## src/rtl/booth_mult_seq.sv

```systemverilog
// booth_mult_seq
// Sequential radix-4 Booth multiplier. It retires one Booth digit per clock,
// so a transaction takes DATA_WIDTH/2+1 digit cycles plus one cycle to
// register the product. Each transaction can be signed or unsigned.
// DATA_WIDTH must be even and at least 4.
//
// Ports
//   clk       rising-edge clock
//   rst_n     asynchronous, active-low reset
//   i_valid   operand pair offered (accepted only in IDLE while o_ready=1)
//   o_ready   block can accept operands (registered)
//   i_signed  1 = two's-complement operands, 0 = unsigned; sampled with operands
//   i_a       multiplicand
//   i_b       multiplier
//   o_valid   o_c holds a valid product (registered)
//   i_ready   downstream accepts the product (used only in DONE)
//   o_c       2*DATA_WIDTH-bit product (registered; keeps last value after handoff)
module booth_mult_seq #(
  parameter int DATA_WIDTH = 32
) (
  input  logic                    clk,
  input  logic                    rst_n,
  input  logic                    i_valid,
  output logic                    o_ready,
  input  logic                    i_signed,
  input  logic [DATA_WIDTH-1:0]   i_a,
  input  logic [DATA_WIDTH-1:0]   i_b,
  output logic                    o_valid,
  input  logic                    i_ready,
  output logic [2*DATA_WIDTH-1:0] o_c
);

  // Extended operand width. Two extra bits let an unsigned operand be handled
  // as a positive signed number, so both modes use the same digit count.
  localparam int W  = DATA_WIDTH + 2;
  localparam int N  = DATA_WIDTH / 2 + 1;
  localparam int CW = $clog2(N + 1);
  localparam logic [CW-1:0] LAST = CW'(N);

  typedef enum logic [1:0] {IDLE, BUSY, DONE} state_t;

  state_t                 state;
  logic signed [2*W-1:0]  acc;
  // Multiplicand, pre-shifted by 2 bits per digit so it always carries the
  // 4^k weight of the digit being processed.
  logic signed [2*W-1:0]  a_sh;
  // Extended multiplier with the implicit b[-1]=0 appended at bit 0; shifted
  // right by 2 per digit so the current Booth triplet is always bits [2:0].
  logic        [W:0]      b_sh;
  logic        [CW-1:0]   cnt;

  // Radix-4 Booth recoding of one triplet into a partial product (mod 2^(2W)).
  function automatic logic signed [2*W-1:0] booth_pp(
    input logic        [2:0]     dig,
    input logic signed [2*W-1:0] a
  );
    case (dig)
      3'b001, 3'b010: booth_pp = a;
      3'b011:         booth_pp = a <<< 1;
      3'b100:         booth_pp = -(a <<< 1);
      3'b101, 3'b110: booth_pp = -a;
      default:        booth_pp = '0;
    endcase
  endfunction

  always_ff @(posedge clk or negedge rst_n) begin
    if (!rst_n) begin
      state   <= IDLE;
      o_ready <= 1'b0;
      o_valid <= 1'b0;
      o_c     <= '0;
      acc     <= '0;
      a_sh    <= '0;
      b_sh    <= '0;
      cnt     <= '0;
    end else begin
      case (state)
        IDLE: begin
          // o_ready is low only right after reset; raise it one edge later.
          if (!o_ready) begin
            o_ready <= 1'b1;
          end else if (i_valid) begin
            a_sh    <= {{(2*W-DATA_WIDTH){i_a[DATA_WIDTH-1] & i_signed}}, i_a};
            b_sh    <= {{2{i_b[DATA_WIDTH-1] & i_signed}}, i_b, 1'b0};
            acc     <= '0;
            cnt     <= '0;
            o_ready <= 1'b0;
            state   <= BUSY;
          end
        end
        BUSY: begin
          // All N digits are in the accumulator once cnt reaches N; the extra
          // cycle registers the product, giving a fixed N+1 edge latency.
          if (cnt == LAST) begin
            o_c     <= acc[2*DATA_WIDTH-1:0];
            o_valid <= 1'b1;
            state   <= DONE;
          end else begin
            acc  <= acc + booth_pp(b_sh[2:0], a_sh);
            a_sh <= a_sh <<< 2;
            b_sh <= b_sh >> 2;
            cnt  <= cnt + 1'b1;
          end
        end
        DONE: begin
          if (i_ready) begin
            o_valid <= 1'b0;
            o_ready <= 1'b1;
            state   <= IDLE;
          end
        end
        default: state <= IDLE;
      endcase
    end
  end

endmodule
```

## config.mk

```make
export PLATFORM = sky130hd
export DESIGN_NAME = booth_mult_seq
export DESIGN_NICKNAME = d
export VERILOG_FILES = /design/src/rtl/booth_mult_seq.sv
export SDC_FILE = /design/constraint.sdc
export NUM_CORES = 1
export LEC_CHECK = 0
export ABC_AREA = 0
export BUFFER_PORTS_ARGS = -buffer_cell sky130_fd_sc_hd__buf_2
export CAP_MARGIN = 20
export CORE_ASPECT_RATIO = 0.8
export CORE_MARGIN = 3
export CORE_UTILIZATION = 45
export CTS_CLUSTER_DIAMETER = 30
export CTS_CLUSTER_SIZE = 25
export DETAILED_ROUTE_END_ITERATION = 8
export PLACE_DENSITY = 0.6
export SLEW_MARGIN = 20
export SYNTH_ARGS = -nofsm -noshare
export SYNTH_HDL_FRONTEND = slang
export SYNTH_SLANG_ARGS = --single-unit
```

## constraint.sdc

```tcl
create_clock -name clk -period 8.9 [get_ports clk]
set_input_delay 0.89 -clock clk [delete_from_list [all_inputs] [get_ports clk]]
set_output_delay 0.89 -clock clk [all_outputs]
set_load 0.02 [all_outputs]
```

==> metrics <==
Netlist Area Pre-Place 16220 µm²; DRC 0; number of flops mapped to enable cells by yosys 0; fin crit share 74.24%; Top Ports 135; status finished, final reports clean; clock network latency to the later pin of the worst-skew pair 0.55 ns; worst r2r src b_sh[1]; R2R cell count 19; Resized cells post-CTS 0; CP Launch Point b_sh[1]; r2r setup slk 2.29 ns; Nets 2118; Post CTS Setup Buffer Count 0; Yosys top cell by area dfrtp_1; core footprint 35110 µm²; setup TNS 0 ns; Antenna Violating Nets Remaining 0; first-pass GRT wire length 79130 µm; slew margin rel. 27.86%; Max Fclk 151.4 MHz; placed cell areas 17010 µm²; Crit. End Element flop; setup ws final 2.293 ns; Syn Inst Count 1947; CP Launch Type flop; mean post-synth cell area 8.332 µm²; kind of critical path reg2reg; top cell type's share of synthesized area 36.25%; asr flop ratio synth 100.0%; Slew @ Worst Pin 1.081 ns; MaxCap Viol Count 0; post-synthesis cell type count 74; crit path max fanout 30; RR Endpoint acc[60]; largest net degree at the start of global routing 113; Post-CTS Hold Fix Bufs 0; cell with the most instances after synthesis nand2_1; PortBufs 134; CTS tree yes; min Tclk post-route 6.607 ns; Final Wtd Congestion 0.9145; Place WS 2.502 ns; post-synthesis sequential area ratio 36.25%; unrepaired setup endpoints after global routing no; Rows 61; Filler cells 3288; height of the die 175.8 µm; Tot GR Track Use 25.53%; synthesized net count 2083; area delta synth->final 16.10%; Data required, critical path 9.33 ns; Final Max Slew Viols 0; via count 14960; WL per Instance 20.00 µm; Starting Density 46.20%; layout cell share with drive strength beyond 1 17.05%; Post-synth top flop dfrtp_1; final setup fails 0; Tightest Hold Check Type in2async; CTS buffer count 51; initial antenna violation count 0; Layout Skew 0.01810 ns; DRT Pass-1 Iters 5; Post-DP HPWL 33570 µm; number of synthesis warnings 0; Worst-path clk slew 0.05 ns; die area 38380 µm²; overall die width 218.3 µm; largest cells by area after synthesis dfrtp_1 36%, nand2_1 6.6%, o21ai_0 6.2%, ha_1 5.1%, a22oi_1 4.7%; number of synthesized register bits 235; DR iter-0 viols 1505; Fin. Hold Viols 0; design area 18830 µm²; GRT overflow 0; ANT cells 0; WP data arrival 7.03 ns; number of global-route vias before repair 14250; most frequent cells after synthesis 284 x nand2_1, 235 x dfrtp_1, 201 x o21ai_0, 153 x clkbuf_1, 114 x nor2_1; clock sink count 235; clk buf depth 3; vias per cell 5.996; Root Driver clkbuf_16; WL final 49910 µm; H-tree depth 2
==> how the worst max path moves through the flow <==
stage / slack, ns / cells after the start / endpoint
floorplan: 3.70 / 23 / acc[63]
global placement: 2.58 / 19 / acc[62]
detailed placement: 2.50 / 19 / acc[62]
CTS: 2.48 / 19 / acc[62]
global route: 1.99 / 19 / acc[60]
finish: 2.29 / 19 / acc[60]
==> layer usage <==
metal	up-vias	part of all wire (%)	wire [µm]	global-route usage, %
li1	7111	-	-	-
met1	7277	49	24280	38.66
met2	495	44	21710	38.29
met3	78	5.8	2895	3.269
met4	0	2.1	1025	6.955
met5	-	0	0	0
==> state kept, by name, summed over array words and instances (netlist names) <==
name,count
b_sh,34
o_c,64
a_sh,64
cnt,5
o_ready,1
acc,64
o_valid,1
state,2
==> layout by cell type (no fill, tap or decap), types with 53 or more instances in the layout <==
cell type	instances
nand2_1	281
dfrtp_1	234
o21ai_0	201
buf_2	133
a21oi_1	113
nor2_1	110
a22oi_1	102
nand3_1	94
xor2_1	67
ha_1	66
mux2_2	64
xnor2_1	61
clkbuf_16	53
==> final cells by class <==
class                           instances  area, µm²  area share [%]
Multi-Input combinational cell       1519       9639           51.18
Sequential cell                       235       5882           31.23
Clock buffer                           66       1475           7.833
Timing Repair Buffer                  153      823.3           4.372
Tap cell                              472      590.6           3.136
Clock inverter                         28      340.3           1.807
Inverter                               22      82.58          0.4385
==> kinds of logic (layout without fill, tap and decap cells) <==
| kind of cell | after synthesis | count (layout) | synth area share, % |
|---|---|---|---|
| flip-flops | 235 | 235 | 36.25 |
| XOR/XNOR | 129 | 129 | 6.965 |
| adder cells (fa/ha/maj) | 67 | 67 | 5.214 |
| multiplexers | 71 | 71 | 4.875 |
| AND/OR/NAND/NOR | 672 | 672 | 19.44 |
| buffers and inverters | 193 | 269 | 4.651 |
| AO/OA/AOI/OAI | 580 | 580 | 22.60 |
==> critical path, stage by stage (launching register included) <==
cell      delay (ns)
dfrtp_1         0.32
buf_4           0.36
inv_1           0.27
nor2_1          0.85
nand2_1         0.71
o21ai_0         0.23
nand2_1         0.08
o221ai_1        0.09
ha_1            0.30
and3_1          0.20
a221oi_1        0.60
o21a_1          0.26
o21ai_0         0.29
a31oi_1         0.47
o41a_1          0.37
a21oi_1         0.22
a31oi_1         0.43
o21ai_0         0.17
mux2i_1         0.17
nand2_1         0.07
==> through the flow <==
stage | cells | hold WS [ns] | util, %
final | 2495 | 0.4122 | 53.64
after global routing | 2495 | 0.4708 | 53.64
after CTS | 2495 | 0.4281 | 53.61
after detailed placement | 2401 | 0.4653 | 48.44
after global placement | 2401 | 0.4590 | 48.44
after floorplan | 1947 | 0.4468 | -
Power is not shown: default switching activity piles up to over one toggle a cycle in this logic, so the estimate is an artifact.
